--- src/rtl/spi_master_pkg.sv ---
// Shared types and mode constants for the SPI initiator.
package spi_master_pkg;

    // Frame sequencer states.
    typedef enum logic [2:0] {
        GAP   = 3'd0,   // enforced cs-high time between frames
        IDLE  = 3'd1,   // waiting for a request word
        SETUP = 3'd2,   // cs low, first data bit presented, sclk still low
        HIGH  = 3'd3,   // sclk high phase of one bit
        LOW   = 3'd4,   // sclk low phase of one bit
        DONE  = 3'd5    // response word offered, cs high
    } state_e;

    // SPI mode 0: sclk idles low, data captured on the rising edge.
    localparam logic CPOL = 1'b0;
    localparam logic CPHA = 1'b0;

    // With CPHA=0 the remote side launches on the falling edge, so the
    // latest safe capture point is the end of the high phase.
    localparam state_e SAMPLE_STATE = (CPHA == 1'b0) ? HIGH : LOW;

endpackage

--- src/rtl/spi_master_shreg.sv ---
// Left-shifting register with parallel load, serial in at the LSB and
// serial out from the MSB. Used for both the transmit and receive paths.
module spi_master_shreg #(
    parameter int NBITS = 34
) (
    input  logic             clk,
    input  logic             reset,
    input  logic             load,
    input  logic [NBITS-1:0] load_val,
    input  logic             shift,
    input  logic             sin,
    output logic [NBITS-1:0] q,
    output logic             sout
);

    logic [NBITS-1:0] shifted;

    // Written as a shift-and-or so a one-bit register still elaborates.
    assign shifted = (q << 1) | NBITS'(sin);

    // Serial out is always the current MSB.
    assign sout = q[NBITS-1];

    // Load wins over shift; both are single-cycle strobes from the sequencer.
    always_ff @(posedge clk or posedge reset) begin
        if (reset) begin
            q <= '0;
        end else if (load) begin
            q <= load_val;
        end else if (shift) begin
            q <= shifted;
        end
    end

endmodule

--- src/rtl/spi_master.sv ---
// Mode-0 SPI initiator. One request word in, one frame of NBITS bits on the
// pins, one response word out. sclk is derived from clk by counting CLK_DIV
// cycles per half period; every pin is driven straight from a flop.
//
// Handshakes: a word moves on recv_* or send_* in a cycle where both val and
// rdy are high at the rising clk edge; val, once raised, is not dropped by
// this block until that transfer happens, and rdy never depends
// combinationally on val in the same cycle.
module spi_master
    import spi_master_pkg::*;
#(
    parameter int NBITS   = 34,
    parameter int CLK_DIV = 4
) (
    input  logic             clk,
    input  logic             reset,
    input  logic             recv_val,
    output logic             recv_rdy,
    input  logic [NBITS-1:0] recv_msg,
    output logic             send_val,
    input  logic             send_rdy,
    output logic [NBITS-1:0] send_msg,
    output logic             cs,
    output logic             sclk,
    output logic             mosi,
    input  logic             miso,
    output state_e           dbg_state
);

    localparam int DW = $clog2(CLK_DIV + 1);
    localparam int BW = $clog2(NBITS + 1);

    localparam logic [DW-1:0] DIV_LAST = DW'(CLK_DIV - 1);
    localparam logic [BW-1:0] BIT_LAST = BW'(NBITS - 1);

    state_e           state;
    logic [DW-1:0]    div_cnt;
    logic [BW-1:0]    bit_cnt;
    logic             div_done;
    logic             accept;
    logic             bit_shift;
    logic [NBITS-1:0] rx_q;
    logic [NBITS-1:0] tx_q_unused;
    logic             rx_msb_unused;

    assign dbg_state = state;

    // Last cycle of the current timed phase (GAP, SETUP, HIGH, LOW).
    assign div_done = (div_cnt == DIV_LAST);

    // recv_rdy is only ever high in IDLE, so this is the request transfer.
    assign accept = recv_val && recv_rdy;

    // One strobe per bit at the end of the high phase: the receive side
    // captures miso and the transmit side advances so the next bit appears
    // on mosi together with the falling sclk edge.
    assign bit_shift = (state == SAMPLE_STATE) && div_done;

    // Transmit path: mosi is the MSB flop itself. Zeros are shifted in, so
    // after a full frame (or a reset) mosi rests at 0 without extra gating.
    spi_master_shreg #(.NBITS(NBITS)) u_tx (
        .clk      (clk),
        .reset    (reset),
        .load     (accept),
        .load_val (recv_msg),
        .shift    (bit_shift),
        .sin      (1'b0),
        .q        (tx_q_unused),
        .sout     (mosi)
    );

    // Receive path: cleared at the start of every frame, miso enters at LSB.
    spi_master_shreg #(.NBITS(NBITS)) u_rx (
        .clk      (clk),
        .reset    (reset),
        .load     (accept),
        .load_val ('0),
        .shift    (bit_shift),
        .sin      (miso),
        .q        (rx_q),
        .sout     (rx_msb_unused)
    );

    // Frame sequencer with registered pin and handshake outputs.
    always_ff @(posedge clk or posedge reset) begin
        if (reset) begin
            state    <= GAP;
            div_cnt  <= '0;
            bit_cnt  <= '0;
            cs       <= 1'b1;
            sclk     <= CPOL;
            recv_rdy <= 1'b0;
            send_val <= 1'b0;
            send_msg <= '0;
        end else begin
            case (state)
                GAP: begin
                    if (div_done) begin
                        div_cnt  <= '0;
                        state    <= IDLE;
                        recv_rdy <= 1'b1;
                    end else begin
                        div_cnt <= div_cnt + 1'b1;
                    end
                end

                IDLE: begin
                    if (accept) begin
                        state    <= SETUP;
                        recv_rdy <= 1'b0;
                        cs       <= 1'b0;
                        sclk     <= CPOL;
                        div_cnt  <= '0;
                        bit_cnt  <= '0;
                    end
                end

                SETUP: begin
                    if (div_done) begin
                        div_cnt <= '0;
                        state   <= HIGH;
                        sclk    <= ~CPOL;
                    end else begin
                        div_cnt <= div_cnt + 1'b1;
                    end
                end

                HIGH: begin
                    if (div_done) begin
                        div_cnt <= '0;
                        state   <= LOW;
                        sclk    <= CPOL;
                    end else begin
                        div_cnt <= div_cnt + 1'b1;
                    end
                end

                LOW: begin
                    if (div_done) begin
                        div_cnt <= '0;
                        if (bit_cnt < BIT_LAST) begin
                            bit_cnt <= bit_cnt + 1'b1;
                            state   <= HIGH;
                            sclk    <= ~CPOL;
                        end else begin
                            // rx already holds the final bit from the last
                            // high phase, so it can be published now.
                            state    <= DONE;
                            cs       <= 1'b1;
                            send_val <= 1'b1;
                            send_msg <= rx_q;
                        end
                    end else begin
                        div_cnt <= div_cnt + 1'b1;
                    end
                end

                DONE: begin
                    // cs stays high for as long as the consumer stalls.
                    if (send_rdy) begin
                        send_val <= 1'b0;
                        div_cnt  <= '0;
                        state    <= GAP;
                    end
                end

                default: begin
                    state    <= GAP;
                    div_cnt  <= '0;
                    cs       <= 1'b1;
                    sclk     <= CPOL;
                    recv_rdy <= 1'b0;
                    send_val <= 1'b0;
                end
            endcase
        end
    end

endmodule
--- config.mk ---
export PLATFORM = sky130hd
export DESIGN_NAME = spi_master
export DESIGN_NICKNAME = d
export VERILOG_FILES = /design/src/rtl/spi_master_pkg.sv /design/src/rtl/spi_master_shreg.sv /design/src/rtl/spi_master.sv
export SDC_FILE = /design/constraint.sdc
export NUM_CORES = 1
export LEC_CHECK = 0
export ABC_AREA = 1
export CAP_MARGIN = 20
export CORE_MARGIN = 2
export CORE_UTILIZATION = 42
export DETAILED_ROUTE_END_ITERATION = 10
export SETUP_SLACK_MARGIN = 0.05
export SYNTH_ARGS = -nofsm -noshare
export SYNTH_HDL_FRONTEND = slang
export SYNTH_SLANG_ARGS = --single-unit
--- constraint.sdc ---
create_clock -name clk -period 6.9 [get_ports clk]
set_input_delay 2.07 -clock clk [delete_from_list [all_inputs] [get_ports clk]]
set_output_delay 2.07 -clock clk [all_outputs]
set_load 0.05 [all_outputs]
Word-level counts from Yosys, hierarchy flattened:

Index checks and enable logic that the tools add are counted.

* bits in registers: 118
* input port bits: 39

* $add $sub $neg: 2
* order comparisons: 1
* eq/ne operators: 14
* mux-type cells: 31
* bitwise operators: 6
* reduce and logical (&&, ||, !) cells: 18

Operators with widths (count)
* $mux W34: 4
* $or A34 B1 Y34: 1
* $mux W3: 9
* $mux W6: 3
* $pmux W3 S6: 1
* $ne A2 B2 Y1 const B: 8
* $reduce_or A4 Y1: 4
* $pmux W6 S2: 1
* $reduce_and A4 Y1: 3
* $reduce_and A6 Y1: 2
* $eq A3 B2 Y1 const B: 3
* $pmux W1 S3: 3
* $pmux W3 S3: 1
* $mux W1: 8
* $add A6 B1 Y6 const B: 1
* $eq A3 B3 Y1 const B: 2
* $lt A6 B6 Y1 const B: 1
* $reduce_and A3 Y1: 2
* $not A1 Y1: 5
* $pmux W1 S5: 1
* $reduce_bool A2 Y1: 2
* $add A3 B1 Y3 const B: 1
* $eq A3 B1 Y1 const B: 1
* $logic_not A3 Y1: 1
* 3 further kinds: 4

Depth between registers and ports, before layout:

* depth after elaboration: 4
* mapped depth: 11
* depth with buffers taken out: 11

Hierarchy:

Synthesis repeated with hierarchy kept, for this count alone.

* cells, all modules: 667
* area, all modules: 5527.8 um^2

Modules (own cells, without submodules)
* spi_master_shreg: times used 2, cells an instance 188, area each 1575.3 um^2, sequential area each 850.8 um^2
* spi_master: times used 1, cells an instance 291, area each 2377.3 um^2, sequential area each 1252.5 um^2

Worst setup path before layout:

No wires, ideal clock.

* path type: input -> register
* start point: input recv_val
* end point: register u_rx.q[0]
* data arrival time: 2939 ps
* slack: 3887 ps
* stages on the path: 5
* path buffers: 2
* path through: nand2_1 > clkbuf_1 > buf_2 > nand3_2 > o21ai_2

* cells in the longest elaborated chain, start to end: 2
* elaborated cells between the ends (all ways): 3
* classes of those cells: 1 x mux; 2 x reduce/logical

Ends and longest elaborated chain
* from (decl): RTL line spi_master.sv:17 `input logic recv_val,`
* $logic_and A1 B1 Y1 (*): RTL line spi_master.sv:52 `assign accept = recv_val && recv_rdy;`
* $mux W34 or $reduce_bool A2 Y1 (tied branches)
* to (signal assigned): RTL line spi_master_shreg.sv:29 `q <= load_val;`
* to (signal assigned): RTL line spi_master_shreg.sv:31 `q <= shifted;`
* to (decl): RTL line spi_master_shreg.sv:12 `output logic [NBITS-1:0] q,`

Every way passes the cells marked *; elsewhere a longest branch is shown, timed or not.
A chain may end at the register's enable or synchronous reset.

Final worst setup path:

* start point: input recv_val
* end point: register u_rx.q[30]

The elaborated chain is that of the path after synthesis.

==> results.sh <==
export IMPL_gp_congestion=0.855
export IMPL_cp_num_buf_inv=3
export IMPL_min_from="send_msg[18]"
export IMPL_required_ps=7210
export IMPL_vias=4170
export IMPL_slew_headroom_pct=36.2
export IMPL_path_max_fanout=69
export IMPL_finalSetupTns_ps=0
export IMPL_rr_endpoint="u_rx.q[30]"
export IMPL_core_um2=12600
export IMPL_synth_net_count=629
export IMPL_start_util_pct=43.0
export IMPL_met1_usage_pct=21.9
export IMPL_ys_ff_latch=118
export IMPL_cts_num_sinks=118
export IMPL_cp_top_family="buffers and inverters"
export IMPL_maxCapViolations=0
export IMPL_synth_edff_count=0
export IMPL_synth_top_area_share_pct=53.9
export IMPL_insertedDiodeCount=0
export IMPL_timing_hold_ws_ps=477
export IMPL_clk_latency_ps=410
export IMPL_grtUsageMet3_pct=4.75
export IMPL_path_common_cell="inv_2"
export IMPL_ioPinCount=81
export IMPL_seq_area_frac_synth_pct=54.4
export IMPL_area_growth_pct=26.7
export IMPL_gr_max_usage_layer="met2"
export IMPL_ctsHoldBuffers=0
export IMPL_drt_iter0_drc=302
export IMPL_timing_rr_start="recv_rdy"
export IMPL_clock_skew_ps=7.27
export IMPL_fp_row_count=41
export IMPL_hold_path_class="reg2reg"
export IMPL_track_usage_pct=16.7
export IMPL_min_path_cells=2
export IMPL_grt_pass1_wl_um=18800
export IMPL_dp_cells=811
export IMPL_ant_nets=0
export IMPL_layout_nets=700
export IMPL_min_period_over_period_pct=72.4
export IMPL_async_flop_share_pct=100
export IMPL_cp_slowest_stage_delay_ps=730
export IMPL_design_power_total_mw=1.63
export IMPL_status="finished clean"
export IMPL_power_static_leakage_nw=3.24
export IMPL_post_cts_buffers=0
export IMPL_fin_ws_ps=1900
export IMPL_path_clk_slew_ps=50
export IMPL_die_y_um=118
export IMPL_synth_distinct_cells=27
export IMPL_rsz0062_at_grt="false"
export IMPL_syn_area_um2=5430
export IMPL_grt_use_met2_pct=26.0
export IMPL_place_hpwl_um=6990
export IMPL_finalWirelength_um=10900
export IMPL_syn_mean_instance_area_um2=9.25
export IMPL_numCtsBuffers=17
export IMPL_root_buffer="clkbuf_16"
export IMPL_multiInputGateArea_um2=2080
export IMPL_fill_cells=1145
export IMPL_cp_end_kind="register"
export IMPL_synthTopCellsByArea="dfrtp_1 54%, nand2_1 11%, nand3_1 7.8%"
export IMPL_max_slew_worst_pin_slew_ps=957
export IMPL_drt_pass1_iterations=5
export IMPL_cp_start_kind="input port"
export IMPL_reg2reg_depth=5
export IMPL_yosysTopAreaCell="dfrtp_1"
export IMPL_first_global_vias=3988
export IMPL_path_class="in2reg"
export IMPL_wl_per_cell_um=13.0
export IMPL_pre_cts_slack_ps=1420
export IMPL_finish_utilization_pct=54.5
export IMPL_ir_worst_vdd_mv=0.110
export IMPL_final_common_cell="nand2_1"
export IMPL_antenna_found_initial=0
export IMPL_io_buffers=80
export IMPL_netlist_instances=587
export IMPL_grt_overflow_total=0
export IMPL_crit_chain="clkdlybuf4s50_1 > nand2_4 > inv_2 > nor2_4 > inv_2 > o21ai_0"
export IMPL_regArea_um2=2950
export IMPL_htreeDepth=4
export IMPL_layout_drive_gt1_share_pct=16.9
export IMPL_synth_top_flop_cell="dfrtp_1"
export IMPL_post_cts_resized=0
export IMPL_min_delay_worst_endpoint="send_msg[18]"
export IMPL_finalSetupViolCount=0
export IMPL_worst_path_max_delay_cell="nor2_4"
export IMPL_clockBufferDepth=2
export IMPL_stdcell_area_um2=6880
export IMPL_cts_tree="built"
export IMPL_power_per_cell_area_nw_per_um2=237
export IMPL_fmax_mhz=200
export IMPL_vias_per_cell=4.95
export IMPL_hold_viol_final=0
export IMPL_grt_max_degree=72
export IMPL_route_detailed_drc=0
export IMPL_r2r_setup_slack_ps=3600
export IMPL_postPlaceCellArea_um2=6270
export IMPL_dieArea_um2=13900
export IMPL_final_cell_mix="160 x nand2_1, 117 x dfrtp_1, 85 x nand3_1, 80 x clkdlybuf4s50_1, 47 x inv_1"
export IMPL_yosysWarnings=0
export IMPL_finalMaxSlewViolations=0
export IMPL_period_needed_ps=5000
export IMPL_arrival_ps=5300
export IMPL_stdcell_count=842
export IMPL_die_w_um=118
-- synth_stat cells, types with 2 or more instances --
library cell	instances
dfrtp_1	117
nand2_1	161
nor2_4	4
buf_8	3
buf_2	12
ha_1	3
o21ai_1	8
buf_6	5
nor2_1	15
o21ai_2	35
o21bai_1	2
inv_1	48
o21ai_0	30
inv_2	5
clkbuf_1	10
nand4_1	3
nand3_2	31
nand3_1	85
a21oi_1	2
-- power by group --
group	switching [mW]	internal [mW]
logic	0.0189	0.0207
clock network	0.296	0.602
registers	0.00124	0.695
total	0.316	1.32
-- sequential cells by signal (all words and copies together), names as in the netlist --
signal / flops
send_msg: 34
u_rx.q: 34
u_tx.q: 34
bit_cnt: 6
dbg_state: 3
div_cnt: 3
cs: 1
recv_rdy: 1
sclk: 1
send_val: 1
-- cell families after synthesis --
kind of cell    synth area share (%)
compound gates                  9.72
simple gates                    27.7
fa+ha+maj                      0.691
flops                           54.4
buf+inv                         7.47
-- how the worst max path moves through the flow --
stage,startpoint,cells past startpoint,slack [ps],to
2_1_floorplan,reset,1,1700,bit_cnt[0]
3_5_place_dp,recv_val,6,1420,u_rx.q[32]
5_1_grt,recv_val,6,1550,u_rx.q[30]
6_report,recv_val,6,1900,u_rx.q[30]
3_3_place_gp,recv_val,6,1520,u_rx.q[32]
4_1_cts,recv_val,6,1830,u_rx.q[30]
-- worst min-delay path, cell delays in order (launching register included) --
cell     delay [ps]
dfrtp_1         340
nand2_1          60
o21ai_2          50
-- final cells by class --
class / count / area share, %
well taps: 172 / 3.13
multi-input cells: 385 / 30.2
flip-flops and latches: 118 / 42.9
clock buffers: 23 / 7.09
inverters: 53 / 2.93
repair buffers: 83 / 12.0
clock inverters: 8 / 1.76
-- per-layer routing --
metal  vias up  wire, um
met3        14       557
met2       119      4910
met5         -         0
met4         0       177
met1      1974      5280
li1       2063         -
Power figures use the tool's default switching activity.
